File: src/rtl/uart_pkg.sv
// Shared UART definitions: FIFO defaults and the FIFO status snapshot struct.
package uart_pkg;

  localparam int UART_FIFO_DEPTH_DEFAULT  = 16;
  localparam int UART_FIFO_DATA_W_DEFAULT = 8;
  // Wide enough to carry the occupancy of any practical FIFO depth.
  localparam int UART_FIFO_STATUS_CNT_W   = 16;

  typedef struct packed {
    logic                              full;
    logic                              empty;
    logic                              almost_full;
    logic [UART_FIFO_STATUS_CNT_W-1:0] count;
  } uart_fifo_status_t;

endpackage

File: src/rtl/uart_fifo_if.sv
// Host/UART-side handshake bundle for uart_fifo. Error-flag signals exist only
// when UART_FIFO_ERR_FLAGS_EN is defined.
interface uart_fifo_if
  import uart_pkg::*;
#(
  parameter int DATA_W = UART_FIFO_DATA_W_DEFAULT,
  parameter int ADDR_W = $clog2(UART_FIFO_DEPTH_DEFAULT)
);
  // Strobe semantics: push_i/pop_i are per-cycle requests with no ready; a push
  // is taken unless full (or full with an accepted pop), a pop unless empty.
  // pop_data_o is the head entry and is valid whenever empty_o is low.
  logic              flush_i;
  logic              push_i;
  logic [DATA_W-1:0] push_data_i;
  logic              pop_i;
  logic [DATA_W-1:0] pop_data_o;
  logic              full_o;
  logic              empty_o;
  logic              almost_full_o;
  logic [ADDR_W:0]   count_o;
  uart_fifo_status_t status_o;
`ifdef UART_FIFO_ERR_FLAGS_EN
  logic              overflow_o;
  logic              underflow_o;
  logic              clr_err_i;
`endif

  modport master (
    output flush_i, push_i, push_data_i, pop_i,
`ifdef UART_FIFO_ERR_FLAGS_EN
    output clr_err_i,
    input  overflow_o, underflow_o,
`endif
    input  pop_data_o, full_o, empty_o, almost_full_o, count_o, status_o
  );

  modport slave (
    input  flush_i, push_i, push_data_i, pop_i,
`ifdef UART_FIFO_ERR_FLAGS_EN
    input  clr_err_i,
    output overflow_o, underflow_o,
`endif
    output pop_data_o, full_o, empty_o, almost_full_o, count_o, status_o
  );

endinterface

File: src/rtl/uart_fifo.sv
// First-word-fall-through FIFO for the UART host side. Optional sticky
// overflow/underflow flags are enabled by UART_FIFO_ERR_FLAGS_EN.
module uart_fifo
  import uart_pkg::*;
#(
  parameter int DATA_W       = UART_FIFO_DATA_W_DEFAULT,
  parameter int DEPTH        = UART_FIFO_DEPTH_DEFAULT,
  parameter int ADDR_W       = $clog2(DEPTH),
  parameter int AFULL_THRESH = DEPTH - 2
) (
  input logic        clk_i,
  input logic        rst_i,
  uart_fifo_if.slave bus
);

  localparam logic [ADDR_W:0]   DEPTH_C = DEPTH[ADDR_W:0];
  localparam logic [ADDR_W:0]   AFULL_C = AFULL_THRESH[ADDR_W:0];
  localparam logic [ADDR_W-1:0] PTR_ONE = ADDR_W'(1);

  logic [DATA_W-1:0] mem_q [DEPTH];
  logic [DATA_W-1:0] mem_d [DEPTH];
  logic [ADDR_W-1:0] wr_ptr_q, wr_ptr_d, rd_ptr_q, rd_ptr_d;
  logic [ADDR_W:0]   count_q, count_d;
  logic              full_q, full_d, empty_q, empty_d, afull_q, afull_d;
  logic              push_acc, pop_acc;

  // Pop is decided first: a full FIFO can still take a push if the head leaves.
  assign pop_acc  = bus.pop_i && !empty_q;
  assign push_acc = bus.push_i && (!full_q || pop_acc);

  always_comb begin
    mem_d    = mem_q;
    wr_ptr_d = wr_ptr_q;
    rd_ptr_d = rd_ptr_q;
    count_d  = count_q;
    if (bus.flush_i) begin
      wr_ptr_d = '0;
      rd_ptr_d = '0;
      count_d  = '0;
    end else begin
      if (push_acc) begin
        mem_d[wr_ptr_q] = bus.push_data_i;
        wr_ptr_d        = wr_ptr_q + PTR_ONE;
      end
      if (pop_acc) begin
        rd_ptr_d = rd_ptr_q + PTR_ONE;
      end
      count_d = count_q + (ADDR_W+1)'(push_acc) - (ADDR_W+1)'(pop_acc);
    end
    full_d  = (count_d == DEPTH_C);
    empty_d = (count_d == '0);
    afull_d = (count_d >= AFULL_C);
  end

  always_ff @(posedge clk_i) begin
    if (rst_i) begin
      for (int i = 0; i < DEPTH; i++) mem_q[i] <= '0;
      wr_ptr_q <= '0;
      rd_ptr_q <= '0;
      count_q  <= '0;
      full_q   <= 1'b0;
      empty_q  <= 1'b1;
      afull_q  <= 1'b0;
    end else begin
      mem_q    <= mem_d;
      wr_ptr_q <= wr_ptr_d;
      rd_ptr_q <= rd_ptr_d;
      count_q  <= count_d;
      full_q   <= full_d;
      empty_q  <= empty_d;
      afull_q  <= afull_d;
    end
  end

  assign bus.pop_data_o    = mem_q[rd_ptr_q];
  assign bus.full_o        = full_q;
  assign bus.empty_o       = empty_q;
  assign bus.almost_full_o = afull_q;
  assign bus.count_o       = count_q;
  assign bus.status_o      = '{full: full_q, empty: empty_q, almost_full: afull_q,
                               count: UART_FIFO_STATUS_CNT_W'(count_q)};

`ifdef UART_FIFO_ERR_FLAGS_EN
  logic ovf_q, ovf_d, udf_q, udf_d;

  // A set event in the same cycle beats clr_err_i; flush beats everything.
  always_comb begin
    ovf_d = ovf_q;
    udf_d = udf_q;
    if (bus.clr_err_i) begin
      ovf_d = 1'b0;
      udf_d = 1'b0;
    end
    if (bus.push_i && !push_acc) ovf_d = 1'b1;
    if (bus.pop_i && !pop_acc)   udf_d = 1'b1;
    if (bus.flush_i) begin
      ovf_d = 1'b0;
      udf_d = 1'b0;
    end
  end

  always_ff @(posedge clk_i) begin
    if (rst_i) begin
      ovf_q <= 1'b0;
      udf_q <= 1'b0;
    end else begin
      ovf_q <= ovf_d;
      udf_q <= udf_d;
    end
  end

  assign bus.overflow_o  = ovf_q;
  assign bus.underflow_o = udf_q;
`endif

endmodule

File: src/flat_wrapper.sv
// flat-port wrapper written by rule: the top's interface ports become plain ports
module uart_fifo_flat import uart_pkg::*;
#(
  parameter int DATA_W       = UART_FIFO_DATA_W_DEFAULT,
  parameter int DEPTH        = UART_FIFO_DEPTH_DEFAULT,
  parameter int ADDR_W       = $clog2(DEPTH),
  parameter int AFULL_THRESH = DEPTH - 2
)
  (clk_i, rst_i, bus_flush_i, bus_push_i, bus_push_data_i, bus_pop_i, bus_pop_data_o, bus_full_o, bus_empty_o, bus_almost_full_o, bus_count_o, bus_status_o);
  uart_fifo_if #(.DATA_W(DATA_W), .ADDR_W(ADDR_W)) bus_i ();
  input logic clk_i;
  input logic rst_i;
  input wire logic [$bits(bus_i.flush_i)-1:0] bus_flush_i;
  input wire logic [$bits(bus_i.push_i)-1:0] bus_push_i;
  input wire logic [$bits(bus_i.push_data_i)-1:0] bus_push_data_i;
  input wire logic [$bits(bus_i.pop_i)-1:0] bus_pop_i;
  output wire logic [$bits(bus_i.pop_data_o)-1:0] bus_pop_data_o;
  output wire logic [$bits(bus_i.full_o)-1:0] bus_full_o;
  output wire logic [$bits(bus_i.empty_o)-1:0] bus_empty_o;
  output wire logic [$bits(bus_i.almost_full_o)-1:0] bus_almost_full_o;
  output wire logic [$bits(bus_i.count_o)-1:0] bus_count_o;
  output wire logic [$bits(bus_i.status_o)-1:0] bus_status_o;
  assign bus_i.flush_i = bus_flush_i;
  assign bus_i.push_i = bus_push_i;
  assign bus_i.push_data_i = bus_push_data_i;
  assign bus_i.pop_i = bus_pop_i;
  assign bus_pop_data_o = bus_i.pop_data_o;
  assign bus_full_o = bus_i.full_o;
  assign bus_empty_o = bus_i.empty_o;
  assign bus_almost_full_o = bus_i.almost_full_o;
  assign bus_count_o = bus_i.count_o;
  assign bus_status_o = bus_i.status_o;
  uart_fifo #(.DATA_W(DATA_W), .DEPTH(DEPTH), .ADDR_W(ADDR_W), .AFULL_THRESH(AFULL_THRESH)) u_core (.clk_i(clk_i), .rst_i(rst_i), .bus(bus_i));
endmodule
File: config.mk
export PLATFORM = sky130hd
export DESIGN_NAME = uart_fifo_flat
export DESIGN_NICKNAME = d
export VERILOG_FILES = /design/src/rtl/uart_pkg.sv /design/src/rtl/uart_fifo_if.sv /design/src/rtl/uart_fifo.sv /design/src/flat_wrapper.sv
export SDC_FILE = /design/constraint.sdc
export NUM_CORES = 1
export LEC_CHECK = 0
export ABC_AREA = 1
export CORE_ASPECT_RATIO = 0.7
export CORE_UTILIZATION = 41
export CTS_CLUSTER_DIAMETER = 50
export DETAILED_ROUTE_END_ITERATION = 8
export PLACE_DENSITY = 0.62
export SLEW_MARGIN = 20
export SYNTH_ARGS = -nofsm -noshare
export SYNTH_HDL_FRONTEND = slang
export SYNTH_SLANG_ARGS = --single-unit
File: constraint.sdc
create_clock -name clk_i -period 6.48 [get_ports clk_i]
set_input_delay 1.296 -clock clk_i [delete_from_list [all_inputs] [get_ports clk_i]]
set_output_delay 1.296 -clock clk_i [all_outputs]
set_load 0.02 [all_outputs]
-- Yosys cells after proc, flatten, opt, wreduce, memory -nomap -nowiden
Index checks and enable logic that the tools add are counted.
Widths: inputs -> output; s select.
- add/subtract/negate cells: 4
- multipliers: 0
- div/mod/pow operators: 0
- $lt $le $gt $ge: 4
- eq/ne operators: 1
- shifts and indexed selects: 0
- multiplexer cells: 7
- bitwise gates (word level): 3
- reductions and logical operators: 9
- operators with widths (operator ; count):
    $bwmux 128 ; 1
    $bmux 8 s4 ; 1
    $demux 8 s4 ; 1
    $mux 8 ; 3
    $ge 5x5->1 const B ; 2
    $not 4->5 ; 2
    $add 4x1->4 const B ; 2
    $add 5x1->5 ; 1
    $eq 5x5->1 const B ; 1
    $ge 5x4->1 const B ; 1
    $logic_not 5->1 ; 1
    $lt 5x1->1 const B ; 1
    $mux 5 ; 1
    $sub 5x1->5 ; 1
    $logic_and 1x1->1 ; 3
    $logic_not 1->1 ; 2
    $reduce_and 2->1 ; 1
    $reduce_or 2->1 ; 1
    $logic_or 1x1->1 ; 1
    $not 1->1 ; 1
- bits in registers: 144
- bits in latches: 0
- memory bits (writable): 0
- ROM bits: 0
- input bits: 13
- logic and storage cells: 50
- memories: 0

-- Depth between registers and ports, before layout
- word-level depth: 8
- mapped depth: 15

-- Worst setup path before layout
No wires, ideal clock.
- path kind: input to register
- start: input port bus_pop_i
- end: register u_core.empty_q, in the netlist u_core.bus.empty_o
- setup time: 61 ps
- arrival: 2890 ps
- data required time: 6419 ps
- path slack: 3529 ps
- stages: 13
- path buffers: 0
- cells stage by stage: nand2_2 -> inv_1 -> ha_1 -> inv_1 -> ha_1 -> inv_1 -> fa_1 -> inv_1 -> o21ai_0 -> nand2_1 -> inv_1 -> nand3_1 -> nand2_1
- longest elaborated chain between the ends: 7
- ends and longest elaborated chain (what ; line ; RTL):
    start, declared ; flat_wrapper.sv:16 ; input wire logic [$bits(bus_i.pop_i)-1:0] bus_pop_i;
    $logic_and 1x1->1 (*) ; uart_fifo.sv:28 ; assign pop_acc = bus.pop_i && !empty_q;
    via u_core.pop_acc ; uart_fifo.sv:25 ; logic push_acc, pop_acc;
    $logic_or 1x1->1 ; uart_fifo.sv:29 ; assign push_acc = bus.push_i && (!full_q || pop_acc);
    $logic_and 1x1->1 ; uart_fifo.sv:29 ;
    $add 5x1->5 ; uart_fifo.sv:48 ; count_d = count_q + (ADDR_W+1)'(push_acc) - (ADDR_W+1)'(pop_acc);
    $sub 5x1->5 (*) ; uart_fifo.sv:48 ;
    $mux 5 (*) ; uart_fifo.sv:36 ; if (bus.flush_i) begin
    $logic_not 5->1 (*) ; uart_fifo.sv:51 ; empty_d = (count_d == '0);
    end signal, assigned ; uart_fifo.sv:70 ; empty_q <= empty_d;
    end, declared ; uart_fifo.sv:24 ; logic full_q, full_d, empty_q, empty_d, afull_q, afull_d;
The timed path passes the listed nets; every way through them passes the cells marked *.
A chain may end at the register's enable or synchronous reset.

-- Worst setup path after layout
- start: register u_core.rd_ptr_q[1]
- end: output port bus_pop_data_o[1]
- longest elaborated chain between the ends: 4
- ends and longest elaborated chain (what ; line ; RTL):
    start, declared ; uart_fifo.sv:22 ; logic [ADDR_W-1:0] wr_ptr_q, wr_ptr_d, rd_ptr_q, rd_ptr_d;
    start signal, assigned ; uart_fifo.sv:67 ; rd_ptr_q <= rd_ptr_d;
    $not 4->5 (implied by the code) ; uart_fifo.sv:75 ; assign bus.pop_data_o = mem_q[rd_ptr_q];
    $bmux 8 s4 ; uart_fifo.sv:75 ;
    $mux 8 (implied by the code) (2 in a row) ; uart_fifo.sv:75 ;
    end, declared ; flat_wrapper.sv:17 ; output wire logic [$bits(bus_i.pop_data_o)-1:0] bus_pop_data_o;
Every way passes these cells. The select of a mux whose other input is x is not followed.

==> run metrics <==
Synth-to-Final Area Change=13.6%; Routed Antenna Nets=0; Clock power frac=0.436; Net Switching=692 µW; flops & latches, synth=144; htree depth=4; sequential element share of the synthesized area=0.395; First DRT Iteration DRCs=805; Vias/cell=5.13; Design Power=2400 µW; die footprint=18300 µm²; CTS resizes=0; Final Worst Setup Slack=1.58 ns; Via Count=7047; RSZ-0062 raised after global routing=false; final worst-path cycle share=0.757; crit path time final=4.90 ns; sw frac=0.288; die width=161 µm; CP max FO=28; Fin. Hold Viols=0; ANT cells=0; leakage=0.00343 µW; DPL Wire Length=14.5 mm; internal power=1710 µW; nets@finish=1153; critical path class=register to primary output; largest net degree at the start of global routing=68; PwrDens=290 nW/µm²; Slew headroom=0.378; Setup Fix Bufs, Post-CTS=0; clock root buffer=clkbuf_16; detailed-route DRC error count=0; Reg2Reg Depth=14; clock-pin transition on the worst setup and hold timing paths=0.06 ns; Core Region=17300 µm²; WP data arrival=3.61 ns; Sink Count=144; Row Count=40; Final Setup Violations=0; Worst-Margin Slew=0.931 ns; first-pass GRT wire length=35.3 mm; Ys Warns=0; worst-skew pair later-pin latency=0.44 ns; Cell Area, Synth=7300 µm²; I/O pin count=48; overall routing resource usage=0.253; DP Area=7680 µm²; DP Worst Slack=2.05 ns; number of CTS-inserted buffers=17; number of global-route vias before repair=6344; CTS tree=built; worst hold stages=2; Post-Route Skew=0.00490 ns; Logic pwr share=0.172; WL/cell=16.1 µm; Crit. End Element=primary output; Longest Clk Path Bufs=2; final slew viol count=0; mean post-synth cell area=6.48 µm²; Die Span Y=114 µm; initial antenna violation count=0; Hold-fix buffers, CTS=0; Final GP Congestion=0.862; Post-Syn Instances=1126; post-route setup TNS=0 ns; TritonRoute pass-1 iters=5; Worst Path Required=5.18 ns; Fillers=1756; Fmax=0.204 GHz; GR Overflow Total=0; IO Port Bufs=36; outcome=complete, no violations; Startpoint Class=register; Yosys cell types=25; min-delay worst type=register to register; initial core utilization=0.423; Design Area, Final=8290 µm²; drt total wl=22.1 mm; sequential cell fraction of total power=0.392; Max VDD drop=0.000159 V; layout cells sized above 1=0.0657; max-cap check violation count=0
==> area by class of cell <==
cell class | instances | area, µm² | area share
clock buffers | 21 | 450 | 0.0543
flip-flops and latches | 144 | 2890 | 0.348
clock inverters | 11 | 163 | 0.0196
multi-input cells | 827 | 3730 | 0.450
repair buffers | 41 | 398 | 0.0480
well taps | 231 | 289 | 0.0349
inverters | 98 | 369 | 0.0445
==> power by group through the flow <==
| stage | Combinational (µW) | Sequential (µW) | Clock, µW |
|---|---|---|---|
| final | 413 | 943 | 1050 |
| after global placement | 410 | 962 | 0 |
| after CTS | 413 | 943 | 1050 |
| after detailed placement | 410 | 963 | 0 |
| after floorplan | 286 | 963 | 0 |
| after global routing | 455 | 948 | 1090 |
==> through the flow <==
stage,hold slack [ns],util,cells
after global routing,0.487,0.480,1373
after global placement,0.448,0.445,1341
after detailed placement,0.453,0.445,1341
after floorplan,0.435,-,1136
after CTS,0.467,0.480,1373
final,0.467,0.480,1373
==> layout by cell type (no fill, tap or decap), types with 7 or more instances in the layout <==
cell type,n
nor2_4,12
o21ai_0,65
clkdlybuf4s50_1,36
inv_2,12
ha_1,10
inv_1,75
dfxtp_1,143
o211ai_1,29
a21oi_1,12
nand2_1,221
nor2_2,7
nand3_1,131
clkinv_1,10
clkbuf_16,17
conb_1,11
nor2_1,317
==> flip-flops by register name, indices dropped and copies added (netlist names) <==
name,flops
u_core.rd_ptr_q,4
u_core.wr_ptr_q,4
u_core.bus.almost_full_o,1
u_core.bus.empty_o,1
u_core.mem_q,128
u_core.bus.count_o,5
u_core.bus.full_o,1
==> cells in the mapped netlist, drive strengths merged <==
library cell / instances / area, µm²
conb: 1 / 3.75
nor2: 336 / 1370
clkbuf: 31 / 116
a21boi: 1 / 18.8
a21oi: 12 / 60.1
nand4: 1 / 6.26
ha: 10 / 125
o211ai: 29 / 218
clkinv: 10 / 37.5
inv: 88 / 330
xor2: 2 / 17.5
dfxtp: 144 / 2880
o21ai: 65 / 325
nand3: 131 / 656
or2: 1 / 6.26
buf: 36 / 233
nand2: 227 / 872
fa: 1 / 20.0
==> critical path, cell delays in order (launching register included) <==
cell and delay, ns:
dfxtp_1 0.70, clkinv_1 0.79, buf_4 0.50, nor2_1 0.13
o21ai_0 0.08, nand3_1 0.11, nand3_1 0.10, nand2_1 0.13
clkdlybuf4s50_1 0.61
==> kinds of logic (layout without fill, tap and decap cells) <==
logic type	Yosys count	count (layout)	share of synthesized area
AOI/OAI and AO/OA	107	107	0.0852
xor gates and xnor gates	2	2	0.00240
adders and majority gates	11	11	0.0199
buffers and inverters	165	171	0.0983
DFF	144	144	0.395
other	1	11	0.000514
and+or+nand+nor	696	696	0.399
==> layer usage <==
| metal | vias up | track usage | share of wire |
|---|---|---|---|
| li1 | 3519 | - | - |
| met1 | 3242 | 0.380 | 0.49 |
| met2 | 262 | 0.358 | 0.41 |
| met3 | 24 | 0.0516 | 0.086 |
| met4 | 0 | 0.0786 | 0.017 |
| met5 | - | 0 | 0 |
==> final timing paths <==
check                      from                  to  slack [ns]
max          u_core.rd_ptr_q[1]   bus_pop_data_o[1]        1.58
min            u_core.mem_q[39]    u_core.mem_q[39]        0.47
max reg2reg  u_core.bus.empty_o  u_core.bus.empty_o        4.20
min reg2reg    u_core.mem_q[39]    u_core.mem_q[39]        0.47
No activity file was read; power rests on OpenSTA's default activity.
